**src/rtl/morph_pkg.sv**
```systemverilog
// Shared constants and helpers for the 3x3 morphology datapath.
// Optional build macro: MORPH_BORDER_MASK_EN (neutral-value masking of the
// left/right window columns at line edges).
package morph_pkg;

   localparam logic MODE_ERODE   = 1'b0;
   localparam logic MODE_DILATE  = 1'b1;
   localparam logic SHAPE_CROSS  = 1'b0;
   localparam logic SHAPE_SQUARE = 1'b1;

   // Value that never wins the compare: all-ones for min, zero for max.
   // Returned 64 bits wide; callers truncate to their pixel width.
   function automatic logic [63:0] neutral_val(input logic mode, input int unsigned width);
      logic [63:0] ones;
      ones = (width >= 64) ? '1 : ((64'd1 << width) - 64'd1);
      return (mode == MODE_ERODE) ? ones : 64'd0;
   endfunction

endpackage

```
**src/rtl/morph_sel2.sv**
```systemverilog
// Two-input unsigned min/max element used to build the compare trees.
module morph_sel2
   import morph_pkg::*;
#(
   parameter int DATA_W = 24
) (
   input  logic              mode,
   input  logic [DATA_W-1:0] a,
   input  logic [DATA_W-1:0] b,
   output logic [DATA_W-1:0] y
);

   // Dilate keeps the larger operand, erode the smaller one.
   always_comb begin
      if (mode == MODE_DILATE) y = (a > b) ? a : b;
      else                     y = (a < b) ? a : b;
   end

endmodule

```
**src/rtl/morph3x3_filter.sv**
```systemverilog
// 3x3 greyscale erode/dilate over a cross or square structuring element.
// Three-stage pipeline: S0 window shift + column tag, S1 per-row partials,
// S2 final combine into dout/col_out/valid_out.
// Optional build macro: MORPH_BORDER_MASK_EN replaces the out-of-line window
// column with the neutral value at centre columns 0 and PIC_WIDTH-1.
module morph3x3_filter
   import morph_pkg::*;
#(
   parameter int DATA_W    = 24,
   parameter int PIC_WIDTH = 250,
   parameter int COL_W     = 11
) (
   input  logic              clk,
   input  logic              rst_n,
   input  logic              valid_in,
   input  logic              sol,
   input  logic              mode,
   input  logic              shape,
   input  logic [DATA_W-1:0] din_top,
   input  logic [DATA_W-1:0] din_mid,
   input  logic [DATA_W-1:0] din_bot,
   output logic              valid_out,
   output logic [DATA_W-1:0] dout,
   output logic [COL_W-1:0]  col_out
);

   localparam logic [COL_W-1:0] LAST_COL = COL_W'(PIC_WIDTH - 1);

   // Column counter and per-beat column bookkeeping
   logic [COL_W-1:0]  col_cnt;
   logic [COL_W-1:0]  beat_col;
   logic [COL_W-1:0]  ctr_col;

   // S0 window: index 0 = oldest (c-1), 1 = centre (c), 2 = newest (c+1)
   logic [DATA_W-1:0] top_p0 [3];
   logic [DATA_W-1:0] mid_p0 [3];
   logic [DATA_W-1:0] bot_p0 [3];
   logic [COL_W-1:0]  col_p0;
   logic              mode_p0;
   logic              shape_p0;
   logic              vld_p0;

   // S1 operands after optional border masking
   logic [DATA_W-1:0] lt, lm, lb, rt, rm, rb;
   logic [DATA_W-1:0] top_a, top_b, mid_a, mid_b, bot_a, bot_b;

   // S1 registers
   logic [DATA_W-1:0] top_p1, mid_p1, bot_p1;
   logic [COL_W-1:0]  col_p1;
   logic              mode_p1;
   logic              vld_p1;

   // S2 combine
   logic [DATA_W-1:0] fin_a, fin_b;

   // Column of the current beat (sol restarts the line) and the centre it resolves
   always_comb begin
      beat_col = sol ? '0 : col_cnt;
      ctr_col  = (beat_col == '0) ? LAST_COL : beat_col - 1'b1;
   end

   // S0: shift the window on each accepted beat and tag it with its centre column
   always_ff @(posedge clk or negedge rst_n) begin
      if (!rst_n) begin
         col_cnt  <= '0;
         top_p0   <= '{default: '0};
         mid_p0   <= '{default: '0};
         bot_p0   <= '{default: '0};
         col_p0   <= '0;
         mode_p0  <= 1'b0;
         shape_p0 <= 1'b0;
         vld_p0   <= 1'b0;
      end else begin
         vld_p0 <= valid_in;
         if (valid_in) begin
            col_cnt  <= (beat_col == LAST_COL) ? '0 : beat_col + 1'b1;
            top_p0   <= '{top_p0[1], top_p0[2], din_top};
            mid_p0   <= '{mid_p0[1], mid_p0[2], din_mid};
            bot_p0   <= '{bot_p0[1], bot_p0[2], din_bot};
            col_p0   <= ctr_col;
            mode_p0  <= mode;
            shape_p0 <= shape;
         end
      end
   end

`ifdef MORPH_BORDER_MASK_EN
   logic [DATA_W-1:0] neut;
   logic              at_left, at_right;

   // Swap the column that lies outside the line for a value that cannot win
   always_comb begin
      neut     = DATA_W'(neutral_val(mode_p0, DATA_W));
      at_left  = (col_p0 == '0);
      at_right = (col_p0 == LAST_COL);
      lt = at_left  ? neut : top_p0[0];
      lm = at_left  ? neut : mid_p0[0];
      lb = at_left  ? neut : bot_p0[0];
      rt = at_right ? neut : top_p0[2];
      rm = at_right ? neut : mid_p0[2];
      rb = at_right ? neut : bot_p0[2];
   end
`else
   assign lt = top_p0[0];
   assign lm = mid_p0[0];
   assign lb = bot_p0[0];
   assign rt = top_p0[2];
   assign rm = mid_p0[2];
   assign rb = bot_p0[2];
`endif

   morph_sel2 #(.DATA_W(DATA_W)) u_top_a (.mode(mode_p0), .a(lt),    .b(top_p0[1]), .y(top_a));
   morph_sel2 #(.DATA_W(DATA_W)) u_top_b (.mode(mode_p0), .a(top_a), .b(rt),        .y(top_b));
   morph_sel2 #(.DATA_W(DATA_W)) u_mid_a (.mode(mode_p0), .a(lm),    .b(mid_p0[1]), .y(mid_a));
   morph_sel2 #(.DATA_W(DATA_W)) u_mid_b (.mode(mode_p0), .a(mid_a), .b(rm),        .y(mid_b));
   morph_sel2 #(.DATA_W(DATA_W)) u_bot_a (.mode(mode_p0), .a(lb),    .b(bot_p0[1]), .y(bot_a));
   morph_sel2 #(.DATA_W(DATA_W)) u_bot_b (.mode(mode_p0), .a(bot_a), .b(rb),        .y(bot_b));

   // S1: per-row partials; cross uses only the centre pixel of top and bottom rows
   always_ff @(posedge clk or negedge rst_n) begin
      if (!rst_n) begin
         top_p1  <= '0;
         mid_p1  <= '0;
         bot_p1  <= '0;
         col_p1  <= '0;
         mode_p1 <= 1'b0;
         vld_p1  <= 1'b0;
      end else begin
         vld_p1 <= vld_p0;
         if (vld_p0) begin
            top_p1  <= (shape_p0 == SHAPE_SQUARE) ? top_b : top_p0[1];
            mid_p1  <= mid_b;
            bot_p1  <= (shape_p0 == SHAPE_SQUARE) ? bot_b : bot_p0[1];
            col_p1  <= col_p0;
            mode_p1 <= mode_p0;
         end
      end
   end

   morph_sel2 #(.DATA_W(DATA_W)) u_fin_a (.mode(mode_p1), .a(top_p1), .b(mid_p1), .y(fin_a));
   morph_sel2 #(.DATA_W(DATA_W)) u_fin_b (.mode(mode_p1), .a(fin_a),  .b(bot_p1), .y(fin_b));

   // S2: combine the row partials; outputs hold while no beat is present
   always_ff @(posedge clk or negedge rst_n) begin
      if (!rst_n) begin
         dout      <= '0;
         col_out   <= '0;
         valid_out <= 1'b0;
      end else begin
         valid_out <= vld_p1;
         if (vld_p1) begin
            dout    <= fin_b;
            col_out <= col_p1;
         end
      end
   end

endmodule

```
**config.mk**
```make
export PLATFORM = sky130hd
export DESIGN_NAME = morph3x3_filter
export DESIGN_NICKNAME = d
export VERILOG_FILES = /design/src/rtl/morph_pkg.sv /design/src/rtl/morph_sel2.sv /design/src/rtl/morph3x3_filter.sv
export SDC_FILE = /design/constraint.sdc
export NUM_CORES = 1
export LEC_CHECK = 0
export ABC_AREA = 1
export BUFFER_PORTS_ARGS = -buffer_cell sky130_fd_sc_hd__buf_2
export CELL_PAD_IN_SITES_DETAIL_PLACEMENT = 1
export CELL_PAD_IN_SITES_GLOBAL_PLACEMENT = 1
export CORE_MARGIN = 2
export CORE_UTILIZATION = 41
export DETAILED_ROUTE_END_ITERATION = 10
export PLACE_DENSITY = 0.87
export RECOVER_POWER = 50
export SYNTH_ARGS = -nofsm -noshare
export SYNTH_HDL_FRONTEND = slang
export SYNTH_SLANG_ARGS = --single-unit
```
**constraint.sdc**
```tcl
create_clock -name clk -period 3.2 [get_ports clk]
set_input_delay 0.32 -clock clk [delete_from_list [all_inputs] [get_ports clk]]
set_output_delay 0.32 -clock clk [all_outputs]
set_load 0.005 [all_outputs]
```
==> metrics.md, run 1 <==
| Metric | Value |
|---|---|
| Result of the run | stopped before the end |
| Stop stage | global routing (5_1_grt) |
| First error in the log | [ERROR GRT-0232] Routing congestion too high. Check the congestion heatmap in the GUI. |
| Classification of the worst endpoint | register input |
| Netlist area before placement | 25900 um^2 |
| Pre-CTS setup slack | -0.875 ns |
| Final global-route overflow total | 48 |
| Pin count of the biggest net entering global routing | 197 |
| Initial core utilization | 41.3% |
| Warnings, synthesis | 0 |
| Number of storage elements in the synthesis netlist | 362 |
| HPWL after detailed placement | 71.0 mm |
| Die H | 255 um |
| Async SR Flop Fraction | 100% |
| Total CTS buffers | 44 |
| Sinks on the clock net | 362 |
| Buffers from clock root to sink, at most | 3 |
| Worst setup endpoint after the global-route repair_timing | bot_p1[20]$_DFFE_PN0P_/D |
| Tot GR Track Use | 70.9% |
| Clk root buf | sky130_fd_sc_hd__clkbuf_16 |
| Rows | 92 |
| Net Count, Synth | 4084 |
| Distinct cell type count after synthesis | 43 |
| Number of flops mapped to enable cells by yosys | 0 |
| Mean instance size in the synthesized netlist | 6.79 um^2 |
| Final GP Congestion | 0.884 |
| Count of input and output buffers | 113 |
| Most common flop cell mapped by yosys | sky130_fd_sc_hd__dfrtp_1 |
| Post-synthesis sequential area ratio | 35.0% |
| Width of the die | 255 um |
| CTS HTree Levels | 2 |
| # IOs | 114 |
| Post-synthesis instance total | 3811 |
-- cells in the mapped netlist (2+ instances only) --
| library cell | instances | area share [%] |
|---|---|---|
| sky130_fd_sc_hd__o21ai_1 | 3 | 0.058 |
| sky130_fd_sc_hd__nand2_2 | 6 | 0.15 |
| sky130_fd_sc_hd__o21ai_0 | 264 | 5.1 |
| sky130_fd_sc_hd__nor2_2 | 3 | 0.073 |
| sky130_fd_sc_hd__a21oi_1 | 317 | 6.1 |
| sky130_fd_sc_hd__buf_4 | 12 | 0.35 |
| sky130_fd_sc_hd__nand3_1 | 544 | 11 |
| sky130_fd_sc_hd__clkbuf_1 | 131 | 1.9 |
| sky130_fd_sc_hd__inv_1 | 382 | 5.5 |
| sky130_fd_sc_hd__a22oi_1 | 2 | 0.058 |
| sky130_fd_sc_hd__nor3_1 | 5 | 0.097 |
| sky130_fd_sc_hd__and2_1 | 4 | 0.097 |
| sky130_fd_sc_hd__xnor2_1 | 5 | 0.17 |
| sky130_fd_sc_hd__a21o_1 | 5 | 0.15 |
| sky130_fd_sc_hd__o22ai_1 | 8 | 0.19 |
| sky130_fd_sc_hd__a31oi_1 | 4 | 0.097 |
| sky130_fd_sc_hd__nor2_4 | 2 | 0.087 |
| sky130_fd_sc_hd__buf_1 | 23 | 0.33 |
| sky130_fd_sc_hd__nand2_1 | 1291 | 19 |
| sky130_fd_sc_hd__nand3_2 | 18 | 0.70 |
| sky130_fd_sc_hd__dfrtp_1 | 362 | 35 |
| sky130_fd_sc_hd__xor2_1 | 8 | 0.27 |
| sky130_fd_sc_hd__buf_2 | 36 | 0.70 |
| sky130_fd_sc_hd__o21a_1 | 7 | 0.20 |
| sky130_fd_sc_hd__buf_6 | 9 | 0.39 |
| sky130_fd_sc_hd__nand4_1 | 66 | 1.6 |
| sky130_fd_sc_hd__nor2_1 | 76 | 1.1 |
| sky130_fd_sc_hd__o21bai_1 | 3 | 0.087 |
| sky130_fd_sc_hd__inv_2 | 7 | 0.10 |
| sky130_fd_sc_hd__ha_1 | 195 | 9.4 |
-- per-layer routing --
layer	GRT overflow	track usage [%]
met5	0	33.4
met2	16	88.1
met4	25	71.1
met1	0	69.6
met3	7	55.2
-- stage by stage --
step | std cells | util, % | instance area (um^2)
2_1_floorplan | 3811 | - | 26700
3_3_place_gp | 5050 | 50.0 | 31400
3_5_place_dp | 5050 | 50.0 | 31400
4_1_cts | 5357 | 59.6 | 37400
-- what timing repair did --
item | CTS
pin swaps | 193
resized for setup | 525
cloned | 16
endpoints found under the setup margin | 96
buffers inserted | 149
hold buffers | 70
hold endpoints to repair | 148
-- logic make-up after synthesis --
logic type | synth area share, %
xor gates and xnor gates | 0.440
adders and majority gates | 9.42
and+or+nand+nor | 33.4
DFF | 35.0
buffers and inverters | 9.38
AOI/OAI and AO/OA | 12.4
==> inputs of run 2 (changes only) <==
- CELL_PAD_IN_SITES_DETAIL_PLACEMENT: 1 -> default
- CELL_PAD_IN_SITES_GLOBAL_PLACEMENT: 1 -> default
- CORE_UTILIZATION: 41 -> 34
- PLACE_DENSITY: 0.87 -> default
- PLACE_DENSITY_LB_ADDON: default -> 0.15
- clock period: 3.2 -> 4.15 ns (I/O delays scaled with it)
==> metrics.md, run 2 <==
| Metric | Value |
|---|---|
| Number of detailed-route iterations in the first pass | 6 |
| Pin count of the biggest net entering global routing | 139 |
| Mean number of vias per cell | 5.12 |
| Via count | 25500 |
| Slowest Stage Delay on Critical Path | 0.42 ns |
| Rows | 101 |
| Period utilisation layout | 96.4% |
| PnR Total Power | 0.0205 W |
| Power density cells | 651 nW/um^2 |
| Slew at the pin with the worst max-slew slack | 2.59 ns |
| Fraction of power spent switching nets | 44.8% |
| Commonest cells in the netlist | sky130_fd_sc_hd__nand2_1 (1291), sky130_fd_sc_hd__nand3_1 (544), sky130_fd_sc_hd__inv_1 (382) |
| Worst endpoint required time | 4.66 ns |
| RSZ-0062 raised after global routing | true |
| Clock edge transition at the registers on the reported setup and hold paths | 0.06 ns |
| Count of input and output buffers | 113 |
| Rel. slew slack | -72.5% |
| Die H | 280 um |
| Top library cells by usage in the layout, fill and taps aside | sky130_fd_sc_hd__nand2_1 (1251), sky130_fd_sc_hd__nand3_1 (503), sky130_fd_sc_hd__dfrtp_1 (359) |
| Relative contribution of sequential cells to total power | 22.5% |
| Area used by sequential logic in the layout | 9060 um^2 |
| Buffers from clock root to sink, at most | 3 |
| Tot GR Track Use | 21.3% |
| Number of nets at the end of the flow | 4252 |
| Total Die Area | 78400 um^2 |
| Clock network fraction of total power | 19.9% |
| Most frequent cell after synthesis | sky130_fd_sc_hd__nand2_1 |
| Result of the run | complete, but fails checks |
| Max Freq | 250 MHz |
| Share of layout cells above drive strength 1 | 15.2% |
| Worst flop-to-flop path endpoint | mid_p1[9]$_DFFE_PN0P_ |
| Final GP Congestion | 0.841 |
| Most common flop cell mapped by yosys | sky130_fd_sc_hd__dfrtp_1 |
| Fill cell instance count of the final layout | 7964 |
| Clock Latency Late Sink | 0.58 ns |
| Placed cell area | 28300 um^2 |
| Net Count, Synth | 4084 |
| Crit. Startpoint | mid_p0[39]$_DFFE_PN0P_ |
| PnR worst setup slack | 0.149 ns |
| Top cells by area, synth | sky130_fd_sc_hd__dfrtp_1 (35%), sky130_fd_sc_hd__nand2_1 (19%), sky130_fd_sc_hd__nand3_1 (11%), sky130_fd_sc_hd__ha_1 (9.4%), sky130_fd_sc_hd__a21oi_1 (6.1%) |
| Detailed router's first-iteration violation count | 1988 |
| Initial core utilization | 34.2% |
| Largest fanout on the critical path | 8 |
| Area of the multi-input gates | 15200 um^2 |
| Top-area cell type share of the netlist area | 35.0% |
| Final Hold Violating Endpoints | 0 |
| Finished layout cell area | 31400 um^2 |
| CTS HTree Levels | 2 |
| Cell taking the most area after synthesis | sky130_fd_sc_hd__dfrtp_1 |
| Warnings, synthesis | 0 |
| Total of endpoints with negative setup slack in the final report | 0 |
| Mean instance size in the synthesized netlist | 6.79 um^2 |
| Number of antenna violations at the first check in global routing | 0 |
| Pleak | 16.2 nW |
| Sort of element at the start of the critical path | register |
| Worst-path cell with the longest stage delay | sky130_fd_sc_hd__or3b_4 |
| Number of antenna cells inserted | 0 |
| Mean routed wirelength per cell | 17.3 um |
| Post-synthesis sequential area ratio | 35.0% |
| Aggregate routed wire length | 86.3 mm |
| Fin cells | 4990 |
| DRC violations left | 0 |
| Depth of the worst register-to-register path | 24 |
| Combinational Power Share | 57.6% |
| HPWL after detailed placement | 59.6 mm |
| Post-layout min period | 4.00 ns |
| Total CTS buffers | 44 |
| Global-route wire length before repair | 134 mm |
| Cells along the critical path | inv_1, ha_1, nand2_2, nor2_2, nand4_1, nor2_4, nand2_4, nand3_4, buf_6, nand3_1, nand3_2, nand2_2, ha_4, nand4_1, nor2_2, or3b_4, o21ai_4, inv_2, buf_4, nand3_1, nand2_1, nand2_2, nand2_1, nand2_1 |
| TritonCTS clock tree | built |
| # IOs | 114 |
| VDD IR-drop max | 0.428 mV |
| Width of the die | 280 um |
| Count of final max-slew check failures | 212 |
| Clock tree skew after final layout | 0.0171 ns |
| Arrival time reported for the critical path endpoint | 4.52 ns |
| Most common cell after layout, fill and taps aside | sky130_fd_sc_hd__nand2_1 |
| Met3 track demand over resource in global routing | 2.39% |
| Number of placed instances, taps included | 4847 |
| Post-synthesis instance total | 3811 |
| Start-to-end type of the worst setup path | reg -> reg |
| Core box area | 75700 um^2 |
| Final global-route overflow total | 0 |
| Number of storage elements in the synthesis netlist | 362 |
| Type of the most critical hold path | in -> reg |
| Launching point of the worst reg2reg path | mid_p0[39]$_DFFE_PN0P_ |
| Number of flops mapped to enable cells by yosys | 0 |
| Max capacitance violation total | 2 |
| Via count of the first global-routing pass | 24000 |
| Register-to-Register Setup Slack | 0.15 ns |
| Distinct cell type count after synthesis | 43 |
| Internal power component | 0.0113 W |
| Clk root buf | sky130_fd_sc_hd__clkbuf_16 |
| Remaining antenna violation count after routing | 0 |
| Capture point of the critical path | mid_p1[9]$_DFFE_PN0P_ |
| GR met1 Demand/Resource | 29.5% |
| Async SR Flop Fraction | 100% |
| Net switching component of the power | 0.00917 W |
| Netlist area before placement | 25900 um^2 |
| Pre-CTS setup slack | -0.0318 ns |
| Sinks on the clock net | 362 |
| Area growth from synthesis to final layout | 21.3% |
| Failing checks | max-capacitance violations, max-slew violations |
| Kind of capture point of the worst setup path | register |
| Met2 track utilization from global routing | 35.0% |
| Busiest metal layer after global routing | met2 |
[run 2: power groups by stage]
stage	combinational [W]	clock, W	sequential (W)
floorplan	0.00691	0	0.00450
global placement	0.0103	0	0.00463
detailed placement	0.0103	0	0.00463
CTS	0.0104	0.00420	0.00458
global route	0.0132	0.00433	0.00468
finish	0.0118	0.00408	0.00459
[run 2: through the flow]
stage	TNS, ns	utilization (%)	hold slack, ns
3_5_place_dp	-0.0964	37.3	0.460
2_1_floorplan	0	-	0.119
5_1_grt	-2.35	41.5	0.0359
3_3_place_gp	-0.530	37.3	0.455
4_1_cts	0	39.3	0.00843
6_report	0	41.5	0.0402
[run 2: logic make-up after synthesis]
group,synth area share (%)
adders and majority gates,9.42
AOI/OAI and AO/OA,12.4
and+or+nand+nor,33.4
buffers and inverters,9.38
xor gates and xnor gates,0.440
DFF,35.0
[run 2: worst min-delay path by stage]
| stage | from | endpoint | cells after the start |
|---|---|---|---|
| after floorplan | rst_n | bot_p0[24]$_DFFE_PN0P_ | 0 |
| after global placement | rm[11]$_DFFE_PN0P_ | mid_p0[35]$_DFFE_PN0P_ | 2 |
| after detailed placement | col_p1[10]$_DFFE_PN0P_ | col_p1[10]$_DFFE_PN0P_ | 2 |
| after CTS | din_bot[18] | rb[18]$_DFFE_PN0P_ | 3 |
| after global routing | din_top[9] | rt[9]$_DFFE_PN0P_ | 3 |
| final | din_mid[12] | rm[12]$_DFFE_PN0P_ | 3 |
[run 2: worst max-delay path: cells and delay by family, from the launching register on]
family	cells	cell delay, ns
AOI/OAI and AO/OA	1	0.22
buffers and inverters	4	0.46
and+or+nand+nor	17	2.32
DFF	1	0.34
adders and majority gates	2	0.57
[run 2: layout make-up]
type                            instances  share of cell area, %
Multi-Input combinational cell       2849                   48.2
Sequential cell                       362                   28.9
Timing Repair Buffer                  332                   9.50
Inverter                              390                   4.76
Clock buffer                           63                   3.90
Tap cell                              978                   3.90
Clock inverter                         16                  0.856
[run 2: routing by layer]
layer / vias to the layer above / routed length (um)
met1: 11900 / 39800
met3: 123 / 3890
met2: 674 / 40200
met4: 0 / 2390
li1: 12900 / -
met5: - / 0
[run 2: what timing repair did]
item	in CTS	in global routing
hold endpoints to repair	87	0
gates cloned	0	18
gates resized for setup	3	252
hold buffers	1	0
buffers inserted	0	45
endpoints found under the setup margin	17	96
pin swaps	0	73
No activity file was read; power rests on OpenSTA's default activity.
